`src/rtl/avg_thresh_logger_if.sv`:
```
// Bus between the sample-average logger and its ROMs / readback logic.
// slave is the logger's view, master is the driving side.
interface avg_thresh_logger_if #(
    parameter int unsigned N_CH   = 2,
    parameter int unsigned WIDTH  = 8,
    parameter int unsigned ADDR_W = 4,
    parameter int unsigned BUF_W  = 4
);
    logic                    start;
    logic [1:0]              mode;
    logic [ADDR_W-1:0]       sample_addr;
    logic [N_CH*WIDTH-1:0]   sample_data;
    logic [BUF_W-1:0]        rd_addr;
    logic [WIDTH-1:0]        rd_data;
    logic [WIDTH-1:0]        avg_out;
    logic [BUF_W:0]          count;
    logic                    busy;
    logic                    done;
    logic                    ovf;

    modport slave (
        input  start, mode, sample_data, rd_addr,
        output sample_addr, rd_data, avg_out, count, busy, done, ovf
    );

    modport master (
        output start, mode, sample_data, rd_addr,
        input  sample_addr, rd_data, avg_out, count, busy, done, ovf
    );
endinterface

```
`src/rtl/avg_thresh_logger.sv`:
```
// Sweeps the sample ROM address space, averages N_CH channels with round-half-up,
// and logs averages that pass the mode/threshold compare into a small buffer.
module avg_thresh_logger #(
    parameter int unsigned      N_CH   = 2,
    parameter int unsigned      WIDTH  = 8,
    parameter int unsigned      ADDR_W = 4,
    parameter int unsigned      BUF_W  = 4,
    parameter logic [WIDTH-1:0] THRESH = WIDTH'(15)
) (
    input  logic                 i_clk,
    input  logic                 i_clr,
    avg_thresh_logger_if.slave   io_bus
);

    localparam int unsigned LOG_N = $clog2(N_CH);
    localparam int unsigned SUM_W = WIDTH + LOG_N;
    localparam int unsigned DEPTH = 2 ** BUF_W;

    typedef enum logic [1:0] {
        StIdle,
        StRun,
        StDone
    } state_e;

    state_e             r_state;
    state_e             w_state_next;
    logic [ADDR_W-1:0]  r_addr;
    logic [ADDR_W-1:0]  w_addr_next;
    logic [BUF_W:0]     r_count;
    logic [BUF_W:0]     w_count_next;
    logic               r_ovf;
    logic               w_ovf_next;
    logic               w_wr_en;
    logic               w_qualify;
    logic               w_full;
    logic [SUM_W-1:0]   w_sum;
    logic [SUM_W-1:0]   w_rounded;
    logic [WIDTH-1:0]   w_avg;
    logic [WIDTH-1:0]   r_buf [DEPTH];
    logic [WIDTH-1:0]   r_rd_data;

    // Sum is wide enough for N_CH full-scale samples, so no channel can wrap.
    always_comb begin
        w_sum = '0;
        for (int unsigned c = 0; c < N_CH; c++) begin
            w_sum = w_sum + SUM_W'(io_bus.sample_data[c*WIDTH +: WIDTH]);
        end
    end

    // Adding N_CH/2 cannot carry out of SUM_W: max is N_CH*2**WIDTH - N_CH/2.
    assign w_rounded = w_sum + SUM_W'(N_CH / 2);
    assign w_avg     = WIDTH'(w_rounded >> LOG_N);

    always_comb begin
        w_qualify = 1'b0;
        case (io_bus.mode)
            2'b00:   w_qualify = (w_avg > THRESH);
            2'b01:   w_qualify = (w_avg < THRESH);
            2'b10:   w_qualify = 1'b1;
            default: w_qualify = 1'b0;
        endcase
    end

    // count only ever reaches exactly DEPTH, so its top bit alone means full.
    assign w_full = r_count[BUF_W];

    always_comb begin
        w_state_next = r_state;
        w_addr_next  = r_addr;
        w_count_next = r_count;
        w_ovf_next   = r_ovf;
        w_wr_en      = 1'b0;

        case (r_state)
            StIdle, StDone: begin
                if (io_bus.start) begin
                    w_state_next = StRun;
                    w_addr_next  = '0;
                    w_count_next = '0;
                    w_ovf_next   = 1'b0;
                end
            end
            StRun: begin
                w_addr_next = r_addr + 1'b1;
                if (w_qualify) begin
                    if (w_full) begin
                        w_ovf_next = 1'b1;
                    end else begin
                        w_wr_en      = 1'b1;
                        w_count_next = r_count + 1'b1;
                    end
                end
                if (r_addr == '1) begin
                    w_state_next = StDone;
                end
            end
            default: begin
                w_state_next = StIdle;
            end
        endcase
    end

    always_ff @(posedge i_clk) begin
        if (i_clr) begin
            r_state <= StIdle;
            r_addr  <= '0;
            r_count <= '0;
            r_ovf   <= 1'b0;
        end else begin
            r_state <= w_state_next;
            r_addr  <= w_addr_next;
            r_count <= w_count_next;
            r_ovf   <= w_ovf_next;
        end
    end

    // Log storage is deliberately not reset so results survive a clear.
    always_ff @(posedge i_clk) begin
        if (w_wr_en && !i_clr) begin
            r_buf[r_count[BUF_W-1:0]] <= w_avg;
        end
    end

    always_ff @(posedge i_clk) begin
        if (i_clr) begin
            r_rd_data <= '0;
        end else begin
            r_rd_data <= r_buf[io_bus.rd_addr];
        end
    end

    assign io_bus.sample_addr = r_addr;
    assign io_bus.rd_data     = r_rd_data;
    assign io_bus.avg_out     = w_avg;
    assign io_bus.count       = r_count;
    assign io_bus.busy        = (r_state == StRun);
    assign io_bus.done        = (r_state == StDone);
    assign io_bus.ovf         = r_ovf;

endmodule

```
`src/flat_wrapper.sv`:
```
// flat-port wrapper written by rule: the top's interface ports become plain ports
module avg_thresh_logger_flat 
#(
    parameter int unsigned      N_CH   = 2,
    parameter int unsigned      WIDTH  = 8,
    parameter int unsigned      ADDR_W = 4,
    parameter int unsigned      BUF_W  = 4,
    parameter logic [WIDTH-1:0] THRESH = WIDTH'(15)
)
  (i_clk, i_clr, io_bus_start, io_bus_mode, io_bus_sample_data, io_bus_rd_addr, io_bus_sample_addr, io_bus_rd_data, io_bus_avg_out, io_bus_count, io_bus_busy, io_bus_done, io_bus_ovf);
  avg_thresh_logger_if #(.N_CH(N_CH), .WIDTH(WIDTH), .ADDR_W(ADDR_W), .BUF_W(BUF_W)) io_bus_i ();
  input  logic i_clk;
  input  logic i_clr;
  input wire logic [$bits(io_bus_i.start)-1:0] io_bus_start;
  input wire logic [$bits(io_bus_i.mode)-1:0] io_bus_mode;
  input wire logic [$bits(io_bus_i.sample_data)-1:0] io_bus_sample_data;
  input wire logic [$bits(io_bus_i.rd_addr)-1:0] io_bus_rd_addr;
  output wire logic [$bits(io_bus_i.sample_addr)-1:0] io_bus_sample_addr;
  output wire logic [$bits(io_bus_i.rd_data)-1:0] io_bus_rd_data;
  output wire logic [$bits(io_bus_i.avg_out)-1:0] io_bus_avg_out;
  output wire logic [$bits(io_bus_i.count)-1:0] io_bus_count;
  output wire logic [$bits(io_bus_i.busy)-1:0] io_bus_busy;
  output wire logic [$bits(io_bus_i.done)-1:0] io_bus_done;
  output wire logic [$bits(io_bus_i.ovf)-1:0] io_bus_ovf;
  assign io_bus_i.start = io_bus_start;
  assign io_bus_i.mode = io_bus_mode;
  assign io_bus_i.sample_data = io_bus_sample_data;
  assign io_bus_i.rd_addr = io_bus_rd_addr;
  assign io_bus_sample_addr = io_bus_i.sample_addr;
  assign io_bus_rd_data = io_bus_i.rd_data;
  assign io_bus_avg_out = io_bus_i.avg_out;
  assign io_bus_count = io_bus_i.count;
  assign io_bus_busy = io_bus_i.busy;
  assign io_bus_done = io_bus_i.done;
  assign io_bus_ovf = io_bus_i.ovf;
  avg_thresh_logger #(.N_CH(N_CH), .WIDTH(WIDTH), .ADDR_W(ADDR_W), .BUF_W(BUF_W), .THRESH(THRESH)) u_core (.i_clk(i_clk), .i_clr(i_clr), .io_bus(io_bus_i));
endmodule
```
`config.mk`:
```
export PLATFORM = sky130hd
export DESIGN_NAME = avg_thresh_logger_flat
export DESIGN_NICKNAME = d
export VERILOG_FILES = /design/src/rtl/avg_thresh_logger_if.sv /design/src/rtl/avg_thresh_logger.sv /design/src/flat_wrapper.sv
export SDC_FILE = /design/constraint.sdc
export NUM_CORES = 1
export LEC_CHECK = 0
export ABC_AREA = 1
export BUFFER_PORTS_ARGS = -buffer_cell sky130_fd_sc_hd__buf_2
export CAP_MARGIN = 20
export CORE_ASPECT_RATIO = 0.6
export CORE_MARGIN = 8
export CORE_UTILIZATION = 25
export DETAILED_ROUTE_END_ITERATION = 12
export GPL_TIMING_DRIVEN = 0
export PLACE_DENSITY = 0.49
export SLEW_MARGIN = 20
export SYNTH_ARGS = -nofsm -noshare
export SYNTH_HDL_FRONTEND = slang
export SYNTH_SLANG_ARGS = --single-unit
```
`constraint.sdc`:
```
create_clock -name i_clk -period 3.5 [get_ports i_clk]
set_input_delay 0.35 -clock i_clk [delete_from_list [all_inputs] [get_ports i_clk]]
set_output_delay 0.35 -clock i_clk [all_outputs]
set_load 0.01 [all_outputs]
```
# [After elaboration in Yosys (flattened, before gate mapping)]
# Memory sizes are Yosys's and may differ from the RTL's. A register that Yosys moved wholly into a read port is not among the register bits.
# Cells that the tools add are included.
[totals] mem_bits_rw=128 mem_bits_ro=0 regBits=12 output_inout_bits=28 mem_count=1 latchBits=0
[classes] addsub=4 n_div=0 eq_ne=10 n_bitwise=0 shifts=0 n_reduce_logical=11 magnitude_cmp=2 mul=0 n_mux=19
[memory_table] memory="u_core.r_buf" depth=16 word_bits=8 rd=1 rd_ports_with_merged_regs=1 wr=1 line_no="avg_thresh_logger.sv:39" source="logic [WIDTH-1:0] r_buf [DEPTH];"
[op_table] operator="$mux 5" n=3
[op_table] operator="$pmux 5 s2" n=1
[op_table] operator="$add 8x8->9" n=1
[op_table] operator="$add 9x1->9 const B" n=1
[op_table] operator="$gt 8x4->1 const B" n=1
[op_table] operator="$lt 8x4->1 const B" n=1
[op_table] operator="$mux 1" n=8
[op_table] operator="$pmux 4 s2" n=1
[op_table] operator="$reduce_and 4->1" n=2
[op_table] operator="$ne 2x1->1 const B" n=3
[op_table] operator="$add 5x1->5 const B" n=1
[op_table] operator="$add 4x1->4 const B" n=1
[op_table] operator="$eq 2x1->1 const B" n=2
[op_table] operator="$eq 2x2->1 const B" n=2
[op_table] operator="$eq 4x4->1 const B" n=1
[op_table] operator="$logic_not 2->1" n=2
[op_table] operator="$mux 2" n=2
[op_table] operator="$mux 4" n=1
[op_table] operator="$ne 2x2->1 const B" n=2
[op_table] operator="$pmux 2 s2" n=1
[op_table] operator="$reduce_and 2->1" n=2
[op_table] operator="$pmux 1 s3" n=1
[op_table] operator="$reduce_and 3->1" n=1
[op_table] operator="$pmux 1 s2" n=1
[op_table] operator="other kinds (4)" n=4

# [Longest topological paths before layout]
# Gate-level depths: netlist (run 1).
[depth] ltp_word=9 mapped_depth=20 mapped_depth_nobuf=20

# [Worst setup path after synthesis (run 1)]
# Ideal clock, no wire load.
[synth_path] path_type="input to register" startpoint="input port io_bus_sample_data[0]" endpoint="memory u_core.r_buf[15][0] (enable)" path_stages=15 setup_time_ps=383 path_buffers=0 slack_ps=660 required_ps=3117 t_arrival_ps=2456 cell_sequence="inv_1 -> nand2_1 -> inv_1 -> fa_1 -> inv_1 -> nand2_1 -> nand2_2 -> nand2_1 -> nand2_1 -> nand2_1 -> nand3_1 -> nand2_1 -> nand3_2 -> nand3_4 -> nor3_1"
[synth_between] elab_chain_cells=9
[synth_rtl] item="start: declaration" line_no="flat_wrapper.sv:16" source="input wire logic [$bits(io_bus_i.sample_data)-1:0] io_bus_sample_data;"
[synth_rtl] item="$add 8x8->9 *" line_no="avg_thresh_logger.sv:46" source="w_sum = w_sum + SUM_W'(io_bus.sample_data[c*WIDTH +: WIDTH]);"
[synth_rtl] item="$add 9x1->9 *" line_no="avg_thresh_logger.sv:51" source="assign w_rounded = w_sum + SUM_W'(N_CH / 2);"
[synth_rtl] item="via io_bus_avg_out[3]" line_no="flat_wrapper.sv:20" source="output wire logic [$bits(io_bus_i.avg_out)-1:0] io_bus_avg_out;"
[synth_rtl] item="$lt 8x4->1 or $gt 8x4->1 (tied branches)" line_no="avg_thresh_logger.sv:58, avg_thresh_logger.sv:57"
[synth_rtl] item="$pmux 1 s3 *" line_no="avg_thresh_logger.sv:56" source="case (io_bus.mode)"
[synth_rtl] item="$mux 1 *" line_no="avg_thresh_logger.sv:85" source="if (w_qualify) begin"
[synth_rtl] item="$mux 1 *" line_no="avg_thresh_logger.sv:74" source="case (r_state)"
[synth_rtl] item="$logic_and 1x1->1 *" line_no="avg_thresh_logger.sv:119" source="if (w_wr_en && !i_clr) begin"
[synth_rtl] item="$mux 1 *" line_no="avg_thresh_logger.sv:119"
[synth_rtl] item="$mux 1 (implied by the code) *" line_no="avg_thresh_logger.sv:120" source="r_buf[r_count[BUF_W-1:0]] <= w_avg;"
[synth_rtl] item="end: declaration" line_no="avg_thresh_logger.sv:39"
# The timed path passes the listed nets; every way through them passes the cells marked *.

# [Worst setup path after layout (run 1)]
[layout_path] startpoint="input port io_bus_sample_data[0]" endpoint="memory u_core.r_buf[13][4] (enable)"
[layout_between] elab_chain_cells=9
[layout_rtl] item="$add 8x8->9 *" line_no="avg_thresh_logger.sv:46"
[layout_rtl] item="$add 9x1->9 *" line_no="avg_thresh_logger.sv:51"
[layout_rtl] item="$lt 8x4->1 or $gt 8x4->1 (tied branches)" line_no="avg_thresh_logger.sv:58, avg_thresh_logger.sv:57"
[layout_rtl] item="$pmux 1 s3 *" line_no="avg_thresh_logger.sv:56"
[layout_rtl] item="$mux 1 *" line_no="avg_thresh_logger.sv:85"
[layout_rtl] item="$mux 1 *" line_no="avg_thresh_logger.sv:74"
[layout_rtl] item="$logic_and 1x1->1 *" line_no="avg_thresh_logger.sv:119"
[layout_rtl] item="$mux 1 *" line_no="avg_thresh_logger.sv:119"
[layout_rtl] item="$mux 1 (implied by the code) *" line_no="avg_thresh_logger.sv:120"
# Mark *: on every way between the ends. The rest lies on a longest branch, timed or not.

==> results of run 1 <==
[synthesized netlist by cell type, types with 2 or more instances]
| library cell | number | share of area, % |
|---|---|---|
| a21oi_1 | 17 | 1.3 |
| a21oi_2 | 5 | 0.68 |
| buf_6 | 2 | 0.35 |
| clkbuf_1 | 22 | 1.3 |
| dfxtp_1 | 20 | 6.2 |
| edfxtp_1 | 128 | 60 |
| ha_1 | 12 | 2.3 |
| inv_1 | 37 | 2.2 |
| inv_2 | 3 | 0.18 |
| nand2_1 | 45 | 2.6 |
| nand2_2 | 10 | 0.97 |
| nand2_4 | 8 | 1.4 |
| nand3_1 | 19 | 1.5 |
| nand3_2 | 4 | 0.62 |
| nand3b_1 | 3 | 0.35 |
| nor2_1 | 91 | 5.3 |
| nor2_4 | 4 | 0.70 |
| nor3_1 | 3 | 0.23 |
| nor4_1 | 2 | 0.19 |
| o211ai_1 | 12 | 1.4 |
| o21ai_0 | 66 | 5.1 |
| o221ai_1 | 20 | 2.7 |
| o22ai_1 | 12 | 1.2 |
[area by class of cell]
class	count	share of cell area, %
well taps	329	5.35
multi-input cells	338	25.3
clock buffers	19	5.62
repair buffers	48	3.12
flip-flops and latches	148	55.1
clock inverters	13	2.06
inverters	40	1.95
plain buffers	26	1.50
[cell usage in the layout, fill, tap and decap left out, types with 19 or more instances in the layout]
cell type	instances
buf_2	49
clkbuf_1	24
dfxtp_1	20
edfxtp_1	128
inv_1	37
nand2_1	45
nand3_1	19
nor2_1	81
o21ai_0	66
o221ai_1	20
[cell families after synthesis]
group / synth area share, %
AND/OR/NAND/NOR: 14.6
buffers and inverters: 4.13
flip-flops: 66.1
adder cells (fa/ha/maj): 2.65
AO/OA/AOI/OAI: 12.6
[power by group through the flow]
stage | clock [mW] | sequential, mW | combinational (mW)
2_1_floorplan | 0 | 2.04 | 0.254
3_3_place_gp | 0 | 2.03 | 0.440
3_5_place_dp | 0 | 2.04 | 0.445
4_1_cts | 1.88 | 2.00 | 0.446
5_1_grt | 1.95 | 2.00 | 0.484
6_report | 1.86 | 2.00 | 0.441
[metal layers]
layer | vias to the layer above | global-route usage, % | routed length, um
li1 | 2113 | - | -
met1 | 2175 | 16.7 | 8930
met2 | 136 | 16.0 | 7320
met3 | 17 | 3.67 | 1440
met4 | 0 | 3.35 | 196
met5 | - | 0 | 0
[stage by stage]
stage	utilization [%]	instance area, um^2	setup WS (ns)	hold slack, ns	TNS, ns
after floorplan	-	6420	0.660	0.474	0
after CTS	30.3	7670	0.150	0.134	0
after global placement	28.0	7080	-0.243	0.445	-18.44
after detailed placement	28.0	7080	-0.308	0.455	-27.74
final	30.4	7700	0.314	0.148	0
after global routing	30.4	7700	-0.0102	0.143	-0.0974
[how the worst max path moves through the flow]
stage / slack [ns] / cells past startpoint / start / endpoint
3_5_place_dp: -0.31 / 16 / io_bus_sample_data[0] / u_core.r_buf[15][4]
6_report: 0.31 / 18 / io_bus_sample_data[0] / u_core.r_buf[13][4]
5_1_grt: -0.01 / 18 / io_bus_sample_data[0] / u_core.r_buf[13][4]
4_1_cts: 0.15 / 16 / io_bus_sample_data[0] / u_core.r_buf[15][4]
2_1_floorplan: 0.66 / 15 / io_bus_sample_data[0] / u_core.r_buf[15][0]
3_3_place_gp: -0.24 / 18 / io_bus_sample_data[0] / u_core.r_buf[6][2]
[flip-flops by register name, summed over array words and instances, names as in the netlist]
name / count
u_core.io_bus.count: 5
u_core.r_buf: 128
u_core.r_state: 2
u_core.io_bus.rd_data: 8
u_core.io_bus.ovf: 1
u_core.io_bus.sample_addr: 4
[critical path, cell delays in order]
cell     delay, ns
buf_2         0.07
inv_1         0.03
nand2_1       0.14
inv_1         0.08
fa_1          0.35
inv_1         0.08
nand2_1       0.08
nand2_2       0.09
nand2_1       0.05
nand2_1       0.05
nand2_1       0.45
nand3_1       0.26
nand2_1       0.08
nand3_2       0.11
nand3_4       0.11
nor2_8        0.17
nand2_4       0.10
nor2_1        0.57
==> results_dict.tcl, run 1 <==
set metrics [dict create \
    period_utilization_post_route_pct 91.0 \
    num-fill-cells 2529 \
    mappedNetlistNets 590 \
    core_area_um2 25300 \
    hp-class "in2reg" \
    drt-vias-per-instance 4.62 \
    maxCapViolCount 0 \
    cts_post_setup_buffers_inserted 0 \
    power.density_nw_per_um2 558 \
    fin_skew_ns 0.0128 \
    timing.setup.critical_path_class "in2reg" \
    holdCritStartpoint "i_clr" \
    worst-r2r-setup-slack_ns 1.14 \
    syn-mean-instance-area_um2 11.6 \
    num_vias 4441 \
    max-vdd-ir-drop_mv 0.256 \
    fin_crit_ns 3.19 \
    tritoncts "yes" \
    numPlacedInstances 929 \
    synthesis.area_um2 6420 \
    max-slew-margin-rel_pct 46.1 \
    min_delay_path_depth 2 \
    finalNetCount 657 \
    pwr-share-seq_pct 46.5 \
    die_area_um2 31200 \
    cts_max_path_buffers 2 \
    drc 0 \
    seq_area_frac_synth_pct 66.1 \
    max_freq_mhz 314 \
    post_synth_edffs 128 \
    cp_data_arrival_time_ns 3.24 \
    worstSetupEndpointType "flop" \
    die_width_um 223 \
    critical_path.max_fanout 18 \
    violation_count_after_the_first_detailed_routing_iteration 523 \
    r2r_end "u_core.r_buf[13][4]" \
    grt_setup_unrepaired "true" \
    cts.sink_count 148 \
    grt_util_all_layers_pct 11.5 \
    power.total_mw 4.30 \
    fp.dieH_um 140 \
    first_global_vias 4355 \
    timing_worst_slew_pin_value_ns 0.806 \
    instances_no_fill 961 \
    p_leak_nw 2.74 \
    p_sw_share_pct 25.0 \
    port_buffers 48 \
    tritoncts_buffer_count 17 \
    layout-drive-gt1-share_pct 20.1 \
    internal_power_mw 3.22 \
    synthArstFlopShare_pct 0 \
    maxSlewViolCount 0 \
    clk_transition_reported_paths_ns 0.07 \
    netSwitchingPower_mw 1.08 \
    detailedRoute.firstPassIterationCount 5 \
    synth_top_flop_cell "edfxtp_1" \
    rr_startpoint "u_core.r_state[0]" \
    initial_core_util_pct 25.4 \
    critPathLaunchType "input pin" \
    num_antenna_cells 0 \
    status "completed" \
    hold_viol_final 0 \
    final_antenna_net_count 0 \
    area_growth_syn_to_fin_pct 19.8 \
    grt_first_pass_wirelength_um 26600 \
    finalSetupViolations 0 \
    gpl.final_weighted_congestion 0.854 \
    area_of_combinational_cells_with_multiple_inputs_um2 1940 \
    rows 45 \
    cell_count_of_the_worst_reg_to_reg_path 8 \
    num_io_pins 53 \
    power_frac_comb_pct 10.3 \
    yosys.cell_types.count 30 \
    clock-root-buffer "clkbuf_16" \
    routed_wirelength_um 17900 \
    register_area_um2 4240 \
    pwr-share-clk_pct 43.3 \
    cts.htree.levels 4 \
    synth-seq-cells 148 \
    cp.required_ns 3.55 \
    overflow 0 \
    sink_of_the_worst_hold_path "u_core.io_bus.count[3]" \
    worstSkewPairLatency_ns 0.43 \
    placed_wire_length_estimate_um 12700 \
    grt_max_degree 19 \
    cts.repair.resized 0 \
    holdBufCountCts 0 \
    yosys_warnings 0 \
    cell_count_after_synthesis 552 \
    grt_antenna_before_repair 1 \
    wl_per_cell_um 18.6 \
]
No activity file was read; power rests on OpenSTA's default activity.
==> run 2: changes to the inputs <==
Settings changed: RECOVER_POWER set to 100.
==> run 2 against run 1 <==
Net effect: via count rose by 0.43%; die area unchanged; combinational power decreased by 2%; clock power barely moved; critical path type unchanged; largest power group unchanged.
==> results_dict.tcl, run 2 (synthesis results as in run 1) <==
set metrics [dict create \
    cts_max_path_buffers 2 \
    worstSkewPairLatency_ns 0.43 \
    min_delay_path_depth 2 \
    timing.setup.critical_path_class "in2reg" \
    grt_setup_unrepaired "true" \
    num_vias 4460 \
    worst-r2r-setup-slack_ns 1.15 \
    r2r_end "u_core.r_buf[9][1]" \
    finalCoreUtilization_pct 30.3 \
    cts.sink_count 148 \
    maxSlewViolCount 0 \
    die_width_um 223 \
    fin_skew_ns 0.0131 \
    critPathMaxStageDelay_ns 0.57 \
    clock-root-buffer "clkbuf_16" \
    cts.repair.resized 0 \
    grt_util_all_layers_pct 11.5 \
    cell_count_of_the_worst_reg_to_reg_path 8 \
    tritoncts_buffer_count 17 \
    hp-class "in2reg" \
    worstSetupEndpointType "flop" \
    power.total_mw 4.28 \
    netSwitchingPower_mw 1.07 \
    rows 45 \
    critical_path.max_fanout 18 \
    layout-drive-gt1-share_pct 15.2 \
    drc 0 \
    maxCapViolCount 0 \
    crit_buf_inv 4 \
    finalNetCount 657 \
    numPlacedInstances 929 \
    holdWs_ns 0.148 \
    placed_wire_length_estimate_um 12700 \
    instances_no_fill 961 \
    drt-vias-per-instance 4.64 \
    sink_of_the_worst_hold_path "u_core.io_bus.count[3]" \
    layout.cells.most_common "edfxtp_1" \
    core_area_um2 25300 \
    cp_data_arrival_time_ns 3.24 \
    holdCritStartpoint "i_clr" \
    max_freq_mhz 314 \
    hold_viol_final 0 \
    die_area_um2 31200 \
    highest_count_cells_in_the_layout_ignoring_fill_and_taps "128 x edfxtp_1, 82 x nor2_1, 66 x o21ai_0" \
    power_frac_comb_pct 10.1 \
    finalSetupViolations 0 \
    status "completed" \
    critical_path.most_common_cell "nand2_1" \
    rr_startpoint "u_core.r_state[0]" \
    clk_transition_reported_paths_ns 0.07 \
    dp_slack_ns -0.308 \
    timing.setup.tns_ns 0 \
    first_global_vias 4355 \
    cts.htree.levels 4 \
    timing.critical_path.cells "buf_2 > inv_1 > nand2_1 > inv_1 > fa_1 > inv_1 > nand2_1 > nand2_2 > nand2_1 > nand2_1 > nand2_1 > nand3_1 > nand2_1 > nand3_2 > nand3_4 > nor2_8 > nand2_4 > nor2_1" \
    power.density_nw_per_um2 560 \
    initial_core_util_pct 25.4 \
    final_antenna_net_count 0 \
    timing_worst_slew_pin_value_ns 1.13 \
    largest_register_ffs 128 \
    grt_antenna_before_repair 1 \
    num_antenna_cells 0 \
    pwr-share-seq_pct 46.6 \
    violation_count_after_the_first_detailed_routing_iteration 575 \
    post_detailed_placement_cell_area_um2 7080 \
    fp.dieH_um 140 \
    overflow 0 \
    routed_wirelength_um 17900 \
    cp.required_ns 3.56 \
    fin_crit_ns 3.18 \
    area_growth_syn_to_fin_pct 19.2 \
    num_io_pins 53 \
    holdBufCountCts 0 \
    critPathLaunchType "input pin" \
    p_sw_share_pct 25.0 \
    detailedRoute.firstPassIterationCount 5 \
    timing.critical_path.slowest_stage_cell "nor2_1" \
    gpl.final_weighted_congestion 0.854 \
    wl_per_cell_um 18.6 \
    summed_area_of_non_filler_cells_in_the_final_layout_um2 7660 \
    max-vdd-ir-drop_mv 0.255 \
    worst_path_dominant_cell_family "simple AND/OR/NAND/NOR gates" \
    tritoncts "yes" \
    internal_power_mw 3.21 \
    grt_first_pass_wirelength_um 26600 \
    grt_max_degree 19 \
    p_leak_nw 2.65 \
    max-slew-margin-rel_pct 24.1 \
    layout_setup_ws_ns 0.320 \
    cts_post_setup_buffers_inserted 0 \
    port_buffers 48 \
    period_utilization_post_route_pct 90.9 \
    pwr-share-clk_pct 43.3 \
]
[run 2: power groups by stage]
stage / sequential [mW] / clock [mW] / combinational [mW]
6_report: 2.00 / 1.85 / 0.432
5_1_grt: 2.00 / 1.95 / 0.476
4_1_cts: 2.00 / 1.88 / 0.446
3_5_place_dp: 2.04 / 0 / 0.445
3_3_place_gp: 2.03 / 0 / 0.440
2_1_floorplan: 2.04 / 0 / 0.254
[run 2: routing by layer]
metal / track usage (%) / share of wire [%] / up-vias
met3: 3.67 / 8.3 / 20
li1: - / - / 2118
met5: 0 / 0 / -
met1: 16.7 / 50 / 2163
met2: 16.0 / 41 / 159
met4: 3.35 / 1.2 / 0
[run 2: cell type report]
type                       instances  area (um^2)
buffer                            26          114
clock buffer                      19          433
clock inverter                    13          159
fill                            2541        17600
inverter                          40          150
multi-input combinational        338         1930
sequential                       148         4240
tap                              329          412
timing repair buffer              48          210
[run 2: worst max-delay path by stage]
stage                           from  cells past startpoint             endpoint
5_1_grt        io_bus_sample_data[0]                     18  u_core.r_buf[13][4]
2_1_floorplan  io_bus_sample_data[0]                     15  u_core.r_buf[15][0]
3_5_place_dp   io_bus_sample_data[0]                     16  u_core.r_buf[15][4]
4_1_cts        io_bus_sample_data[0]                     16  u_core.r_buf[15][4]
6_report       io_bus_sample_data[0]                     18   u_core.r_buf[9][1]
3_3_place_gp   io_bus_sample_data[0]                     18   u_core.r_buf[6][2]
